`src/rtl/fir_mac_sequencer_pkg.sv`:
```
// Shared types, sizes and the output saturation helper for the FIR MAC sequencer.
package fir_pkg;

  localparam int NTaps     = 13;
  localparam int DataWidth = 8;
  localparam int AccWidth  = 2 * DataWidth + $clog2(NTaps);
  localparam int TapWidth  = $clog2(NTaps);

  typedef logic signed [DataWidth-1:0]   sample_t;
  typedef logic signed [DataWidth-1:0]   coef_t;
  typedef logic signed [2*DataWidth-1:0] prod_t;
  typedef logic signed [AccWidth-1:0]    acc_t;
  typedef logic [TapWidth-1:0]           tap_t;

  typedef enum logic [1:0] {
    IDLE,
    MAC,
    OUT
  } state_e;

  localparam tap_t LastTap  = tap_t'(NTaps - 1);
  localparam tap_t TapCount = tap_t'(NTaps);

  localparam acc_t SatMax = acc_t'((1 << (DataWidth - 1)) - 1);
  localparam acc_t SatMin = acc_t'(-(1 << (DataWidth - 1)));

  // Rescale a Q1.(DataWidth-1) product sum back to sample format; the shift floors.
  function automatic sample_t saturate(acc_t acc);
    acc_t shifted;
    shifted = acc >>> (DataWidth - 1);
    if (shifted > SatMax) return sample_t'(SatMax);
    if (shifted < SatMin) return sample_t'(SatMin);
    return sample_t'(shifted);
  endfunction

endpackage

```
`src/rtl/fir_mac_sequencer_if.sv`:
```
// Sample, coefficient-load and result signals between the FIR sequencer and its neighbours.
interface fir_mac_sequencer_if import fir_pkg::*; ();

  logic    sampleValid;
  sample_t sampleIn;
  logic    ready;
  logic    coefWrEn;
  tap_t    coefWrAddr;
  coef_t   coefWrData;
  logic    coefCommit;
  logic    resultValid;
  sample_t result;
  logic    overrun;

  modport master (
    output sampleValid, sampleIn, coefWrEn, coefWrAddr, coefWrData, coefCommit,
    input  ready, resultValid, result, overrun
  );

  modport slave (
    input  sampleValid, sampleIn, coefWrEn, coefWrAddr, coefWrData, coefCommit,
    output ready, resultValid, result, overrun
  );

endinterface

```
`src/rtl/fir_mac_sequencer_mac.sv`:
```
// Shared MAC datapath: combinational signed multiply into a registered accumulator.
module fir_mac
  import fir_pkg::*;
(
  input  logic    clk,
  input  logic    reset,
  input  logic    clear_i,
  input  logic    en_i,
  input  coef_t   coef_i,
  input  sample_t sample_i,
  output acc_t    acc_o
);

  prod_t product;
  acc_t  acc_q, acc_d;

  // Sign-extending casts keep the full-precision product.
  assign product = prod_t'(coef_i) * prod_t'(sample_i);

  always_comb begin
    acc_d = acc_q;
    if (clear_i)   acc_d = '0;
    else if (en_i) acc_d = acc_q + acc_t'(product);
  end

  // NOTE: sequential state is updated with non-blocking assignments only, so every
  // register samples its inputs from the same pre-edge values.
  always_ff @(posedge clk) begin
    if (reset) acc_q <= '0;
    else       acc_q <= acc_d;
  end

  assign acc_o = acc_q;

endmodule

```
`src/rtl/fir_mac_sequencer.sv`:
```
// FIR sequencer: circular delay line, double-buffered coefficients and serial MAC scheduling.
module fir_mac_sequencer
  import fir_pkg::*;
(
  input  logic                 clk,
  input  logic                 reset,
  fir_mac_sequencer_if.slave   bus
);

  state_e  state_q, state_d;
  sample_t delay_q  [NTaps];
  sample_t delay_d  [NTaps];
  coef_t   shadow_q [NTaps];
  coef_t   shadow_d [NTaps];
  coef_t   active_q [NTaps];
  coef_t   active_d [NTaps];
  tap_t    head_q, head_d;
  tap_t    tap_q, tap_d;
  logic    pending_q, pending_d;
  logic    overrun_q, overrun_d;
  logic    rvalid_q, rvalid_d;
  sample_t result_q, result_d;

  logic accept, swap;
  tap_t rd_idx;
  acc_t acc;

  // Tap k reads the sample written k acceptances ago; modular wrap keeps the 4-bit sum exact.
  assign rd_idx = (head_q >= tap_q) ? tap_t'(head_q - tap_q)
                                    : tap_t'(head_q + TapCount - tap_q);

  // NOTE: every variable gets its default first, so no path can leave one
  // unassigned and infer a latch.
  always_comb begin
    state_d   = state_q;
    delay_d   = delay_q;
    shadow_d  = shadow_q;
    active_d  = active_q;
    head_d    = head_q;
    tap_d     = tap_q;
    pending_d = pending_q;
    overrun_d = overrun_q;
    rvalid_d  = 1'b0;
    result_d  = result_q;

    accept = (state_q == IDLE) && bus.sampleValid;
    swap   = (state_q == IDLE) && (pending_q || bus.coefCommit);

    if (bus.coefWrEn && (bus.coefWrAddr <= LastTap)) shadow_d[bus.coefWrAddr] = bus.coefWrData;

    // The copy takes shadow_d so a same-edge write lands in the committed bank.
    if (swap) active_d = shadow_d;
    pending_d = swap ? 1'b0 : (pending_q || bus.coefCommit);

    if (bus.sampleValid && (state_q != IDLE)) overrun_d = 1'b1;

    unique case (state_q)
      IDLE: begin
        if (accept) begin
          delay_d[head_q] = bus.sampleIn;
          tap_d           = '0;
          state_d         = MAC;
        end
      end
      MAC: begin
        if (tap_q == LastTap) state_d = OUT;
        else                  tap_d   = tap_q + tap_t'(1);
      end
      OUT: begin
        result_d = saturate(acc);
        rvalid_d = 1'b1;
        head_d   = (head_q == LastTap) ? '0 : head_q + tap_t'(1);
        state_d  = IDLE;
      end
      default: state_d = IDLE;
    endcase
  end

  // NOTE: the delay line and both coefficient banks are explicitly reset, since
  // stale taps or coefficients would leak into the first outputs after reset.
  always_ff @(posedge clk) begin
    if (reset) begin
      state_q   <= IDLE;
      delay_q   <= '{default: '0};
      shadow_q  <= '{default: '0};
      active_q  <= '{default: '0};
      head_q    <= '0;
      tap_q     <= '0;
      pending_q <= 1'b0;
      overrun_q <= 1'b0;
      rvalid_q  <= 1'b0;
      result_q  <= '0;
    end else begin
      state_q   <= state_d;
      delay_q   <= delay_d;
      shadow_q  <= shadow_d;
      active_q  <= active_d;
      head_q    <= head_d;
      tap_q     <= tap_d;
      pending_q <= pending_d;
      overrun_q <= overrun_d;
      rvalid_q  <= rvalid_d;
      result_q  <= result_d;
    end
  end

  fir_mac u_mac (
    .clk      (clk),
    .reset    (reset),
    .clear_i  (accept),
    .en_i     (state_q == MAC),
    .coef_i   (active_q[tap_q]),
    .sample_i (delay_q[rd_idx]),
    .acc_o    (acc)
  );

  assign bus.ready       = (state_q == IDLE);
  assign bus.resultValid = rvalid_q;
  assign bus.result      = result_q;
  assign bus.overrun     = overrun_q;

endmodule

```
`src/flat_wrapper.sv`:
```
// flat-port wrapper written by rule: the top's interface ports become plain ports
module fir_mac_sequencer_flat import fir_pkg::*;
  (clk, reset, bus_sampleValid, bus_sampleIn, bus_coefWrEn, bus_coefWrAddr, bus_coefWrData, bus_coefCommit, bus_ready, bus_resultValid, bus_result, bus_overrun);
  fir_mac_sequencer_if bus_i ();
  input  logic clk;
  input  logic reset;
  input wire logic [$bits(bus_i.sampleValid)-1:0] bus_sampleValid;
  input wire logic [$bits(bus_i.sampleIn)-1:0] bus_sampleIn;
  input wire logic [$bits(bus_i.coefWrEn)-1:0] bus_coefWrEn;
  input wire logic [$bits(bus_i.coefWrAddr)-1:0] bus_coefWrAddr;
  input wire logic [$bits(bus_i.coefWrData)-1:0] bus_coefWrData;
  input wire logic [$bits(bus_i.coefCommit)-1:0] bus_coefCommit;
  output wire logic [$bits(bus_i.ready)-1:0] bus_ready;
  output wire logic [$bits(bus_i.resultValid)-1:0] bus_resultValid;
  output wire logic [$bits(bus_i.result)-1:0] bus_result;
  output wire logic [$bits(bus_i.overrun)-1:0] bus_overrun;
  assign bus_i.sampleValid = bus_sampleValid;
  assign bus_i.sampleIn = bus_sampleIn;
  assign bus_i.coefWrEn = bus_coefWrEn;
  assign bus_i.coefWrAddr = bus_coefWrAddr;
  assign bus_i.coefWrData = bus_coefWrData;
  assign bus_i.coefCommit = bus_coefCommit;
  assign bus_ready = bus_i.ready;
  assign bus_resultValid = bus_i.resultValid;
  assign bus_result = bus_i.result;
  assign bus_overrun = bus_i.overrun;
  fir_mac_sequencer u_core (.clk(clk), .reset(reset), .bus(bus_i));
endmodule
```
`config.mk`:
```
export PLATFORM = sky130hd
export DESIGN_NAME = fir_mac_sequencer_flat
export DESIGN_NICKNAME = d
export VERILOG_FILES = /design/src/rtl/fir_mac_sequencer_pkg.sv /design/src/rtl/fir_mac_sequencer_if.sv /design/src/rtl/fir_mac_sequencer_mac.sv /design/src/rtl/fir_mac_sequencer.sv /design/src/flat_wrapper.sv
export SDC_FILE = /design/constraint.sdc
export NUM_CORES = 1
export LEC_CHECK = 0
export BUFFER_PORTS_ARGS = -buffer_cell sky130_fd_sc_hd__buf_2
export CORE_ASPECT_RATIO = 0.6
export CORE_MARGIN = 2
export CORE_UTILIZATION = 60
export CTS_BUF_LIST = sky130_fd_sc_hd__clkbuf_4 sky130_fd_sc_hd__clkbuf_8 sky130_fd_sc_hd__clkbuf_16
export CTS_CLUSTER_SIZE = 16
export DETAILED_ROUTE_END_ITERATION = 12
export GPL_ROUTABILITY_DRIVEN = 0
export PLACE_DENSITY = 0.77
export SYNTH_ARGS = -nofsm -noshare
export SYNTH_HDL_FRONTEND = slang
export SYNTH_SLANG_ARGS = --single-unit
```
`constraint.sdc`:
```
create_clock -name clk -period 15.1 [get_ports clk]
set_input_delay 1.51 -clock clk [delete_from_list [all_inputs] [get_ports clk]]
set_output_delay 1.51 -clock clk [all_outputs]
set_load 0.01 [all_outputs]
```
==> reports/summary.txt <==
status = completed
floorplan core area = 29980 sq um
final count of hold timing violations = 0
Cell Area, Synth = 18290 sq um
start of the worst register-to-register path = u_core.tap_q[1]
clk_lat worst skew = 0.59 ns
Initial Utilization = 61.02%
post-cts resize count = 0
post-synthesis sequential element count = 353
crit path time final = 9.358 ns
Port-buffer cells = 35
total clock buffers created by CTS = 31
Detail Placement HPWL = 32.22 mm
CP Max Fanout = 31
launch point of the worst path = u_core.tap_q[1]
cell types occupying the most area after synthesis = sky130_fd_sc_hd__dfxtp_1 39%, sky130_fd_sc_hd__fa_1 10%, sky130_fd_sc_hd__mux2i_1 7.8%
CP top delay family = adder cells
cells after synthesis = 2006
count leader, synth = sky130_fd_sc_hd__dfxtp_1
RSZ-0062 raised after global routing = no
root buffer cell = sky130_fd_sc_hd__clkbuf_16
slew at the pin closest to its max-slew limit = 1.266 ns
Antenna Diode Count = 0
Hold/Removal Path Class = reg -> reg
Row Count = 49
cell area power density = 122.3 nW/um^2
number of global-route vias before repair = 13480
Worst Setup End Kind = register
Setup violations, final = 0
antenna violations before repair = 0
deepest clock path buffer count = 3
final worst hold slack = 0.4519 ns
most used flip-flop cell after synthesis = sky130_fd_sc_hd__dfxtp_1
fraction of layout instances using a drive strength above 1 = 8.283%
IR Drop Worst-Case VDD = 0.08658 mV
Required @ worst endpoint = 15.52 ns
classification of the worst setup path = reg -> reg
cell repeated most along the worst path = sky130_fd_sc_hd__fa_1
number of synthesized flops with an enable pin = 0
post-place instance area = 18600 sq um
DRC violation count after routing = 0
clock slew seen by the registers of the worst setup and hold paths = 0.07 ns
buffers and inverters on the worst path = 5
number of warnings reported in the yosys synthesis log = 0
postcts setup bufs = 0
area of the die = 31950 sq um
portion of synthesized cell area occupied by the leading cell type = 38.63%
final critical-path share of the clock period = 61.97%
fraction of registers with async set/reset = 0%
net count reported at finish = 2131
commonest cells in the netlist = 353 x sky130_fd_sc_hd__dfxtp_1, 279 x sky130_fd_sc_hd__nor2_1, 190 x sky130_fd_sc_hd__nand2_1, 148 x sky130_fd_sc_hd__a21oi_1, 142 x sky130_fd_sc_hd__mux2i_1
Avg Cell Area, Syn = 9.119 sq um
iteration count of the initial detailed-routing pass = 8
number of violations of the max-capacitance limit = 0
largest net degree at the start of global routing = 262
routed wire length = 46.80 mm
worst min-delay path startpoint = u_core.bus.result[4]
number of hold buffers added after cts = 0
CP arrival = 9.78 ns
Max stage delay on crit path = 0.86 ns
floorplan die height = 139.3 microns
Area Overhead vs Synth = 8.167%
DRC violation total after the first TritonRoute iteration = 1909
number of clock sinks = 353
Leak = 7.846 nW
combined global-route utilization of all metal layers = 29.23%
Max Clock Skew = 0.02370 ns
Fillers = 2322
Die W = 229.4 microns
final-layout setup total negative slack = 0 ns
via count normalized by instance count = 6.058
relative slew slack = 15.61%
via count = 14470
total congestion overflow = 0
fraction of the yosys area taken by sequential cells = 38.63%
post-detailed-route wirelength per cell = 19.60 microns
Syn Nets = 2181
Detail Route Antenna Nets = 0
standard cell with the maximum stage delay on the critical path = sky130_fd_sc_hd__o211ai_1
number of distinct library cells after synthesis = 66
number of slew-limit violations in the final report = 0
I/O Pins = 36
clock tree from TritonCTS = yes
final instance area = 19790 sq um
Yosys top cell by area = sky130_fd_sc_hd__dfxtp_1
CP Launch Type = register
maximum level of the CTS H-tree = 1
first-pass GRT wire length = 74.61 mm
Fmax achieved = 106.9 MHz
[final timing paths]
kind                                          endpoint  slack [ns]  cells past startpoint
worst min-delay path              u_core.bus.result[4]        0.45                      2
worst max-delay path            u_core.u_mac.acc_o[18]        5.74                     27
worst min register to register    u_core.bus.result[4]        0.45                      2
worst max register to register  u_core.u_mac.acc_o[18]        5.74                     27
[worst reg2reg max path, stage by stage (launching register included)]
cell,delay [ns]
sky130_fd_sc_hd__dfxtp_1,0.33
sky130_fd_sc_hd__buf_4,0.41
sky130_fd_sc_hd__inv_1,0.21
sky130_fd_sc_hd__ha_1,0.36
sky130_fd_sc_hd__inv_1,0.06
sky130_fd_sc_hd__ha_1,0.13
sky130_fd_sc_hd__inv_1,0.05
sky130_fd_sc_hd__fa_1,0.47
sky130_fd_sc_hd__nor2b_1,0.15
sky130_fd_sc_hd__a21boi_1,0.22
sky130_fd_sc_hd__o211ai_1,0.87
sky130_fd_sc_hd__o22ai_1,0.28
sky130_fd_sc_hd__o31ai_2,0.70
sky130_fd_sc_hd__nand2b_1,0.21
sky130_fd_sc_hd__fa_1,0.44
sky130_fd_sc_hd__fa_1,0.51
sky130_fd_sc_hd__inv_1,0.06
sky130_fd_sc_hd__fa_1,0.51
sky130_fd_sc_hd__fa_1,0.53
sky130_fd_sc_hd__fa_1,0.50
sky130_fd_sc_hd__ha_1,0.35
sky130_fd_sc_hd__a21o_1,0.21
sky130_fd_sc_hd__a2111oi_0,0.60
sky130_fd_sc_hd__o31ai_1,0.21
sky130_fd_sc_hd__o41a_1,0.38
sky130_fd_sc_hd__a31oi_1,0.21
sky130_fd_sc_hd__xor2_1,0.16
sky130_fd_sc_hd__o22ai_1,0.07
[state kept, by name, summed over array words and instances (netlist names), 2 cells and up]
| signal | count |
|---|---|
| u_core.u_mac.acc_o | 20 |
| u_core.active_q | 104 |
| u_core.bus.result | 8 |
| u_core.head_q | 4 |
| u_core.shadow_q | 104 |
| u_core.delay_q | 104 |
| u_core.state_q | 2 |
| u_core.tap_q | 4 |
[cells by family after synthesis]
logic type	after synthesis	synth area share, %
AND/OR/NAND/NOR	685	16.39
AO/OA/AOI/OAI	371	13.44
flip-flops	353	38.63
buffers and inverters	255	5.472
multiplexers	169	10.97
adder cells (fa/ha/maj)	150	13.99
XOR/XNOR	23	1.101
[power breakdown]
part	internal, mW	switching, mW	total (mW)	leakage [nW]
Combinational	0.200	0.320	0.520	4.41
Clock	0.546	0.366	0.912	0.573
Sequential	0.965	0.0229	0.988	2.87
Total	1.71	0.709	2.42	7.85
[per-stage QoR]
stage	cells	power, mW	utilization (%)	setup slack, ns
finish	2388	2.420	66.00	5.742
global route	2388	2.526	66.00	5.350
CTS	2388	2.420	66.00	5.907
detailed placement	2331	1.513	62.04	5.958
global placement	2331	1.496	62.04	6.209
floorplan	2006	1.387	-	6.217
[layer usage]
metal  routed length, microns  GRT usage, %
met2                    18970         40.87
met5                        0             0
met4                      689         4.819
met1                    22340         45.95
met3                     4809         7.193
[cells in the final DEF, fill, tap and decap left out, types with 25 or more instances in the layout]
cell type                   instances
sky130_fd_sc_hd__dfxtp_1          352
sky130_fd_sc_hd__a211oi_1         110
sky130_fd_sc_hd__buf_2             34
sky130_fd_sc_hd__a21oi_1          148
sky130_fd_sc_hd__nor2_1           277
sky130_fd_sc_hd__mux2i_1          142
sky130_fd_sc_hd__nand3_1          117
sky130_fd_sc_hd__mux4_2            25
sky130_fd_sc_hd__inv_1            120
sky130_fd_sc_hd__nand2b_1          25
sky130_fd_sc_hd__fa_1              91
sky130_fd_sc_hd__ha_1              59
sky130_fd_sc_hd__clkbuf_16         31
sky130_fd_sc_hd__nand2_1          190
[area by class of cell]
class | count | area, sq um | share of cell area [%]
multi-input combinational | 1398 | 10250 | 51.80
sequential | 353 | 7068 | 35.72
clock buffer | 40 | 868.3 | 4.389
tap | 408 | 510.5 | 2.580
inverter | 121 | 454.2 | 2.295
clock inverter | 17 | 317.8 | 1.606
timing repair buffer | 51 | 317.8 | 1.606
(Power assumes the default switching activity.)
